[config.mk]
export PLATFORM = sky130hd
export DESIGN_NAME = muldiv_sequencer
export DESIGN_NICKNAME = d
export VERILOG_FILES = /design/src/rtl/muldiv_sequencer.sv
export SDC_FILE = /design/constraint.sdc
export NUM_CORES = 1
export LEC_CHECK = 0
export BUFFER_PORTS_ARGS = -buffer_cell sky130_fd_sc_hd__buf_2
export CORE_UTILIZATION = 31
export DETAILED_ROUTE_END_ITERATION = 12
export RECOVER_POWER = 25
export SLEW_MARGIN = 25
export SYNTH_ARGS = -nofsm -noshare
export SYNTH_HDL_FRONTEND = slang
export SYNTH_SLANG_ARGS = --single-unit
[constraint.sdc]
create_clock -name clk -period 4.25 [get_ports clk]
set_clock_uncertainty 0.05 [all_clocks]
set_input_delay 0.85 -clock clk [delete_from_list [all_inputs] [get_ports clk]]
set_output_delay 0.85 -clock clk [all_outputs]
set_load 0.05 [all_outputs]
[src/rtl/muldiv_sequencer.sv]
// Iterative RISC-V M-extension unit: shift-add multiply and restoring divide,
// one bit per cycle, with sign fix-up and special-case bypass for divides.
module muldiv_sequencer #(
   parameter int unsigned XLEN = 32
) (
   input  logic            clk,
   input  logic            rst_n,
   input  logic            start,
   input  logic            flush,
   input  logic [2:0]      op,
   input  logic [XLEN-1:0] rs1,
   input  logic [XLEN-1:0] rs2,
   output logic            busy,
   output logic            done,
   output logic [XLEN-1:0] result
);

   localparam int unsigned CW = $clog2(XLEN);

   typedef enum logic [1:0] {S_IDLE, S_CALC, S_FIX, S_DONE} state_t;

   state_t          state, state_d;
   logic [2:0]      op_q, op_d;
   logic [XLEN-1:0] hi, hi_d, lo, lo_d, bm, bm_d;
   logic            sa, sa_d, sb, sb_d, spec, spec_d;
   logic [CW-1:0]   cnt, cnt_d;
   logic            busy_d, done_d;
   logic [XLEN-1:0] result_d;

   // Operand decode for the request being presented
   logic            rs1_signed, rs2_signed, neg1, neg2, div_zero, div_ovf;
   logic [XLEN-1:0] mag1, mag2;

   assign rs1_signed = (op == 3'b001) || (op == 3'b010) || (op == 3'b100) || (op == 3'b110);
   assign rs2_signed = (op == 3'b001) || (op == 3'b100) || (op == 3'b110);
   assign neg1       = rs1_signed & rs1[XLEN-1];
   assign neg2       = rs2_signed & rs2[XLEN-1];
   assign mag1       = neg1 ? (~rs1 + XLEN'(1)) : rs1;
   assign mag2       = neg2 ? (~rs2 + XLEN'(1)) : rs2;
   assign div_zero   = op[2] && (rs2 == '0);
   assign div_ovf    = op[2] && !op[0] && (rs1 == {1'b1, {(XLEN-1){1'b0}}}) && (rs2 == '1);

   // One iteration of each algorithm; hi/lo are shared between them
   logic [XLEN:0]     mul_sum, div_shift, div_diff;
   logic [2*XLEN-1:0] prod, prod_s;
   logic [XLEN-1:0]   quo_s, rem_s;

   assign mul_sum   = {1'b0, hi} + (lo[0] ? {1'b0, bm} : '0);
   assign div_shift = {hi, lo[XLEN-1]};
   assign div_diff  = div_shift - {1'b0, bm};
   assign prod      = {hi, lo};
   assign prod_s    = (sa ^ sb) ? (~prod + (2*XLEN)'(1)) : prod;
   assign quo_s     = (!spec && (sa ^ sb)) ? (~lo + XLEN'(1)) : lo;
   assign rem_s     = (!spec && sa) ? (~hi + XLEN'(1)) : hi;

   always_ff @(posedge clk or negedge rst_n) begin
      if (!rst_n) begin
         state  <= S_IDLE;
         op_q   <= '0;
         hi     <= '0;
         lo     <= '0;
         bm     <= '0;
         sa     <= 1'b0;
         sb     <= 1'b0;
         spec   <= 1'b0;
         cnt    <= '0;
         busy   <= 1'b0;
         done   <= 1'b0;
         result <= '0;
      end else begin
         state  <= state_d;
         op_q   <= op_d;
         hi     <= hi_d;
         lo     <= lo_d;
         bm     <= bm_d;
         sa     <= sa_d;
         sb     <= sb_d;
         spec   <= spec_d;
         cnt    <= cnt_d;
         busy   <= busy_d;
         done   <= done_d;
         result <= result_d;
      end
   end

   always_comb begin
      state_d  = state;
      op_d     = op_q;
      hi_d     = hi;
      lo_d     = lo;
      bm_d     = bm;
      sa_d     = sa;
      sb_d     = sb;
      spec_d   = spec;
      cnt_d    = cnt;
      result_d = result;

      case (state)
         S_IDLE, S_DONE: begin
            state_d = S_IDLE;
            if (start) begin
               op_d   = op;
               sa_d   = neg1;
               sb_d   = neg2;
               bm_d   = mag2;
               cnt_d  = '0;
               spec_d = div_zero || div_ovf;
               if (div_zero) begin
                  hi_d    = rs1;
                  lo_d    = '1;
                  state_d = S_FIX;
               end else if (div_ovf) begin
                  hi_d    = '0;
                  lo_d    = {1'b1, {(XLEN-1){1'b0}}};
                  state_d = S_FIX;
               end else begin
                  hi_d    = '0;
                  lo_d    = mag1;
                  state_d = S_CALC;
               end
            end
         end
         S_CALC: begin
            if (op_q[2]) begin
               if (!div_diff[XLEN]) begin
                  hi_d = div_diff[XLEN-1:0];
                  lo_d = {lo[XLEN-2:0], 1'b1};
               end else begin
                  hi_d = div_shift[XLEN-1:0];
                  lo_d = {lo[XLEN-2:0], 1'b0};
               end
            end else begin
               hi_d = mul_sum[XLEN:1];
               lo_d = {mul_sum[0], lo[XLEN-1:1]};
            end
            cnt_d = cnt + CW'(1);
            if (cnt == CW'(XLEN-1)) state_d = S_FIX;
         end
         S_FIX: begin
            case (op_q)
               3'b000:         result_d = prod_s[XLEN-1:0];
               3'b100, 3'b101: result_d = quo_s;
               3'b110, 3'b111: result_d = rem_s;
               default:        result_d = prod_s[2*XLEN-1:XLEN];
            endcase
            state_d = S_DONE;
         end
         default: state_d = S_IDLE;
      endcase

      // Abort wins over everything, including a simultaneous start
      if (flush) begin
         state_d  = S_IDLE;
         result_d = result;
      end

      busy_d = (state_d == S_CALC) || (state_d == S_FIX);
      done_d = (state_d == S_DONE);
   end

endmodule

==> summary.md, run 1 <==
| Metric | Value |
|---|---|
| Failing checks | capacitance limit, slew limit |
| Cts bufs inserted | 17 |
| Finish-stage setup viols | 0 |
| Crit. Startpoint | lo[0] |
| Fraction of layout cells with a size suffix above 1 | 12.3% |
| Fin crit share | 93.6% |
| Synthesized flop and latch total | 143 |
| Synth unique cells | 78 |
| Clock Sink Count | 143 |
| WL final | between 50000 and 60000 µm |
| Max incr delay on CP | 0.57 ns |
| Detailed Routing Iterations Pass 1 | 8 |
| Synth Warn # | 0 |
| Starting DRC count in detailed routing | 1375 |
| R2R Setup Slk | 0.27 ns |
| Final HPWL from detailed placement | 43300 µm |
| Initial core utilization | 31.7% |
| Worst-path cell chain | inv_1, buf_12, nor2_1, ha_1, nand4_1, nor4_1, nand2_1, a31o_2, o41a_1, a2111oi_0, a211oi_1, xor2_1, and3_1, a21oi_1 |
| DRC viols | 0 |
| Antenna violations before repair | 4 |
| Number of global-route vias before repair | 14600 |
| Layout area overhead | 13.9% |
| Critical path required time | between 4 and 5 ns |
| Minimum clock period | 3.98 ns |
| Worst slew pin tran | 2.25 ns |
| DIE AREA | 47600 µm² |
| H-tree levels | 4 |
| PostCTS Resize Cnt | 0 |
| CTS tree | done |
| Max VDD drop | 0.375 mV |
| Lkg Pwr | 7.11 nW |
| Postcts setup bufs | 0 |
| Port bufs | 104 |
| Most used DFF post-synth | dfrtp_1 |
| Die height | between 200 and 250 µm |
| Syn avg cell area | about 7.5 µm² |
| DIE WIDTH | 218 µm |
| Worst R2R End | hi[28] |
| First-pass GRT wire length | 85400 µm |
| Post-synth EDFFs | 0 |
| CTS max path bufs | 2 |
| Clk slew on worst S/H paths | 0.07 ns |
| Sequential share of the synthesized area | 24.7% |
| Vias per Instance | 5.80 |
| Area contributors post-synth | dfrtp_1 25%, ha_1 6.4%, xnor2_1 6.4% |
| Max Cap Viol | 1 |
| Fmax | 251 MHz |
| Worst Hold Class | reg -> reg |
| Remaining global-route overflow | 0 |
| Worst slew margin | -49.8% |
| Kind of critical path | reg -> reg |
| Worst Min Path Start | result[27] |
| Cell area after synthesis | ~14000 µm² |
| Critical Path Sink Type | register |
| Detail Route Antenna Nets | 0 |
| CTS Hold Bufs | 0 |
| Vias | ~15000 |
| Total power | 12.9 mW |
| Final hold viol count | 0 |
| Top cell type's share of synthesized area | 24.7% |
| Hold Path Depth | 2 |
| Worst Setup Start Kind | register |
| Fin nets | 2146 |
| Post-synthesis instance total | between 1500 and 2000 |
| Row count | slightly below 80 |
| Pwr Density | between 700 and 800 nW/µm² |
| RR Startpoint | lo[0] |
| Signal arrival time at the worst endpoint | 4.32 ns |
| Worst path slowest cell | a2111oi_0 |
| Avg WL per Cell | 21.0 µm |
| Top cells by count, synth | 224 x nand2_1, 198 x nor2_1, 176 x a21oi_1, 169 x o21ai_0, 143 x dfrtp_1 |
| Largest net degree at the start of global routing | 86 |
| Status | finished, violations left |
| Share of flip-flops with an asynchronous set or reset | 100% |
| Worst path top cell family by delay | compound AO/OA/AOI/OAI gates |
| Io pins | 105 |
| Cell taking the most area after synthesis | dfrtp_1 |
| Core Footprint | 45700 µm² |
| Skew-Pair Late Insertion Delay | 0.46 ns |
| Setup TNS | 0 ns |
| Clk root buf | clkbuf_16 |
| R2r worst-path depth | 14 |
| Critical-path maximum fanout | 30 |
| CP Buf/Inv Count | 2 |
| RD Place Congestion | ~0.96 |
| Worst Hold End | result[27] |
| Top-count cell post-synth | nand2_1 |
| Syn nets | 2085 |
| Total GRT Usage | roughly 23% |
| Slew Viols, Final | 85 |
[stage by stage]
step | setup slack, ns | std cells | utilization [%] | area [µm²] | hold WS (ns)
after detailed placement | 0.222 | 2580 | 34.7 | 15900 | 0.416
after floorplan | 0.649 | 1938 | - | 14500 | 0.395
final | 0.271 | 2614 | 36.1 | 16500 | 0.422
after CTS | 0.186 | 2612 | 36.0 | 16500 | 0.429
after global routing | -0.00900 | 2614 | 36.1 | 16500 | 0.441
after global placement | 0.261 | 2580 | 34.7 | 15900 | 0.409
[per-layer routing]
metal / vias to the layer above / GRT usage [%] / wire length (µm)
met2: 636 / 35.8 / 23900
met3: 106 / 3.89 / 3950
met4: 4 / 8.34 / 1730
met5: - / 0 / 27
met1: 7226 / 32.2 / 25300
li1: 7178 / - / -
[cell families (layout without fill, tap and decap cells)]
kind of cell / count (synthesis) / after routing / share of synthesized area (%)
mux: 45 / 45 / 3.12
buf+inv: 202 / 276 / 5.38
other cells: 0 / 2 / 0
simple gates: 649 / 649 / 20.8
compound gates: 645 / 645 / 28.5
fa+ha+maj: 76 / 76 / 6.67
xor+xnor: 178 / 178 / 10.8
flops: 143 / 143 / 24.7
[area by class of cell]
type	count	area, µm²
Clock inverter	15	159
Fill cell	4829	29200
Inverter	63	236
Timing Repair Buffer	181	1150
Antenna cell	2	5.00
Multi-Input combinational cell	1593	10200
Tap cell	600	751
Clock buffer	17	425
Sequential cell	143	3580
[where the power goes]
| part | internal (mW) | switching, mW |
|---|---|---|
| Clock | 0.870 | 0.672 |
| Combinational | 3.27 | 5.45 |
| Sequential | 1.89 | 0.789 |
| Total | 6.02 | 6.91 |
[placed cells by master (no fill, tap or decap), types with 7 or more instances in the layout]
cell       count
dfrtp_1      142
o221ai_1       8
a222oi_1      10
o21a_1        10
nand2_1      223
a211oi_1      19
ha_1          73
a21o_1        46
nor2_1       198
a221oi_1      31
nand3_1       25
a221o_1       10
and2_1        13
o31ai_1       30
a31oi_1       24
a21oi_1      176
nand2b_1      13
nor2b_1        7
or4_1         17
nor3_1        49
o211ai_1      16
inv_1         62
mux2i_1       44
clkbuf_16     17
or3_1         21
o21ai_0      169
o311ai_0       8
xnor2_1      104
a311oi_1      13
buf_4         73
o22ai_1        9
o21bai_1       7
buf_2        103
and3_1         8
nor4_1        19
nand4_1       21
xor2_1        72
[registers in the layout, indices dropped and copies added (netlist names)]
name    cells
state       2
bm         32
done        1
result     32
cnt         5
sb          1
spec        1
hi         32
sa          1
busy        1
op_q        3
lo         32
[how the worst max path moves through the flow]
stage,endpoint,depth (start not counted)
4_1_cts,hi[30],14
2_1_floorplan,result[26],12
5_1_grt,hi[30],14
3_5_place_dp,hi[30],14
3_3_place_gp,hi[30],14
6_report,hi[28],14
[worst min-delay path, delay by kind of cell (launching register included)]
family           cells  cell delay, ns
AO/OA/AOI/OAI        1            0.06
AND/OR/NAND/NOR      1            0.05
flip-flops           1            0.33
Note: power is estimated with default switching activity, not from simulation.
==> run 2: changes to the inputs <==
- BUFFER_PORTS_ARGS: -buffer_cell sky130_fd_sc_hd__buf_2 -> -buffer_cell sky130_fd_sc_hd__buf_4
==> run 2 against run 1 <==
Effect of this change: the flow still finishes with violations (capacitance limit, slew limit); first-iteration DRC count is 9.1% higher; non-clock buffer count fell by 7; global-route usage shrank 0.53 points; combinational power fell by 1%; utilization is 0.41 points higher; via count shrank 0.92%; largest power group unchanged.
==> summary.md, run 2 (synthesis gave the netlist of run 1 again) <==
| Metric | Value |
|---|---|
| Status | finished, violations left |
| Failing checks | capacitance limit, slew limit |
| Combinational group share of total power | 66.6% |
| DRC viols | 0 |
| Kind of critical path | reg -> reg |
| Fin crit share | 94.5% |
| Internal Power | roughly 6.1 mW |
| Critical Path Sink Type | register |
| Core Footprint | 45700 µm² |
| DRT met1 WL | 24100 µm |
| Final hold viol count | 0 |
| Postcts setup bufs | 0 |
| Remaining global-route overflow | 0 |
| Vias | 15000 |
| Final HPWL from detailed placement | 42100 µm |
| Fraction of layout cells with a size suffix above 1 | 11.9% |
| N_diodes | 0 |
| Fmax | 249 MHz |
| Met3 wire length | 4140 µm |
| Layout area overhead | 15.2% |
| Critical-path maximum fanout | 17 |
| Total GRT Usage | between 20% and 30% |
| Worst path slowest cell | dfrtp_1 |
| Clock Sink Count | 143 |
| Max incr delay on CP | 0.59 ns |
| Clk root buf | clkbuf_16 |
| Detail Route Antenna Nets | 0 |
| Reg area | 3580 µm² |
| Switching Share | 52.6% |
| RSZ-0062 raised after global routing | false |
| Initial core utilization | 31.7% |
| Starting DRC count in detailed routing | 1500 |
| Cts bufs inserted | 17 |
| Fin nets | 2139 |
| Largest net degree at the start of global routing | 76 |
| Row count | 78 |
| Reg power frac | 20.7% |
| Crit. Startpoint | hi[0] |
| Clk pwr share | 12.7% |
| Die height | 218 µm |
| Most frequent cells in the layout | 223 x nand2_1, 197 x nor2_1, 175 x a21oi_1 |
| Clk slew on worst S/H paths | 0.07 ns |
| RD Place Congestion | 0.952 |
| Max Cap Viol | 1 |
| Critical path required time | between 4 and 5 ns |
| DIE WIDTH | 218 µm |
| CP endpoint | hi[7] |
| Io pins | 105 |
| Port bufs | roughly 100 |
| CTS max path bufs | 2 |
| R2R Setup Slk | 0.23 ns |
| First-pass GRT wire length | 83200 µm |
| Worst R2R End | hi[7] |
| Minimum clock period | 4.02 ns |
| Worst-path cell chain | inv_1, fa_1, nand2b_1, a21oi_1, o21ai_0, a211oi_1, buf_4, o211ai_1, nand2_1, buf_4, buf_4, a21oi_1, o31ai_1 |
| Total power | 12.9 mW |
| WL met2 | 23700 µm |
| WL final | 53600 µm |
| Setup TNS | 0 ns |
| Worst slew pin tran | 1.54 ns |
| Slew Viols, Final | 59 |
| Cell repeated most along the worst path | buf_4 |
| H-tree levels | 4 |
| Worst Setup Start Kind | register |
| Avg WL per Cell | 20.6 µm |
| Pwr Density | ~770 nW/µm² |
| Final core utilization | 36.5% |
| R2r worst-path depth | 13 |
| Most common cell after layout, fill and taps aside | nand2_1 |
| Highest metal used | met5 |
| Max VDD drop | about 0.42 mV |
| Finish-stage setup viols | 0 |
| Antenna violations before repair | 2 |
| Area of the multi-input gates | approximately 10000 µm² |
| Signal arrival time at the worst endpoint | 4.31 ns |
| Worst slew margin | -2.84% |
| Number of global-route vias before repair | between 10000 and 15000 |
| Sw Pwr | 6.79 mW |
| CTS tree | done |
| Detailed Routing Iterations Pass 1 | 5 |
| Vias per Instance | 5.76 |
| DIE AREA | 47600 µm² |
| Skew-Pair Late Insertion Delay | roughly 0.46 ns |
| RR Startpoint | hi[0] |
| Fill count | 4857 |
| Worst Hold Class | in -> async |
| Lkg Pwr | 7.12 nW |
## run 2: worst min path at each step
stage	cells past startpoint	from	slack [ns]	endpoint
3_5_place_dp	2	cnt[4]	0.41	cnt[4]
4_1_cts	1	rst_n	0.37	result[5]
2_1_floorplan	2	cnt[4]	0.40	cnt[4]
6_report	1	rst_n	0.35	result[4]
3_3_place_gp	2	cnt[4]	0.41	cnt[4]
5_1_grt	1	rst_n	0.39	result[4]
## run 2: area by class of cell
class	count	share of cell area, %
sequential	143	21.5
timing repair buffer	174	7.90
clock buffer	19	2.66
clock inverter	13	1.07
tap	600	4.50
inverter	63	1.42
multi-input combinational	1593	61.0
## run 2: critical path: cells and delay by family, from the launching register on
kind / cells / cell delay (ns)
buffers and inverters: 4 / 0.94
and+or+nand+nor: 2 / 0.59
AOI/OAI and AO/OA: 6 / 1.21
adders and majority gates: 1 / 0.53
DFF: 1 / 0.59
## run 2: power groups by stage
stage	Sequential [mW]	Clock (mW)	Combinational, mW
after global placement	2.63	0	8.36
after floorplan	2.78	0	5.76
after CTS	2.64	1.66	8.46
final	2.67	1.64	8.59
after detailed placement	2.66	0	8.43
after global routing	2.75	1.72	9.40
## run 2: stage by stage
stage,setup slack [ns],hold slack [ns],cells,instance area [µm²]
floorplan,0.649,0.395,1938,14500
global placement,0.168,0.411,2573,16100
detailed placement,0.131,0.414,2573,16100
CTS,0.332,0.366,2605,16700
global route,0.0326,0.390,2605,16700
finish,0.234,0.345,2605,16700
## run 2: what timing repair did
| item | in CTS | in global routing |
|---|---|---|
| resized for setup | 0 | 1 |
| hold buffers | 0 | 0 |
| setup endpoints to repair | 0 | 1 |
## run 2: layer usage
metal	vias up	track usage, %
li1	7167	-
met1	7098	31.6
met2	653	35.5
met3	88	2.96
met4	4	8.09
met5	-	0
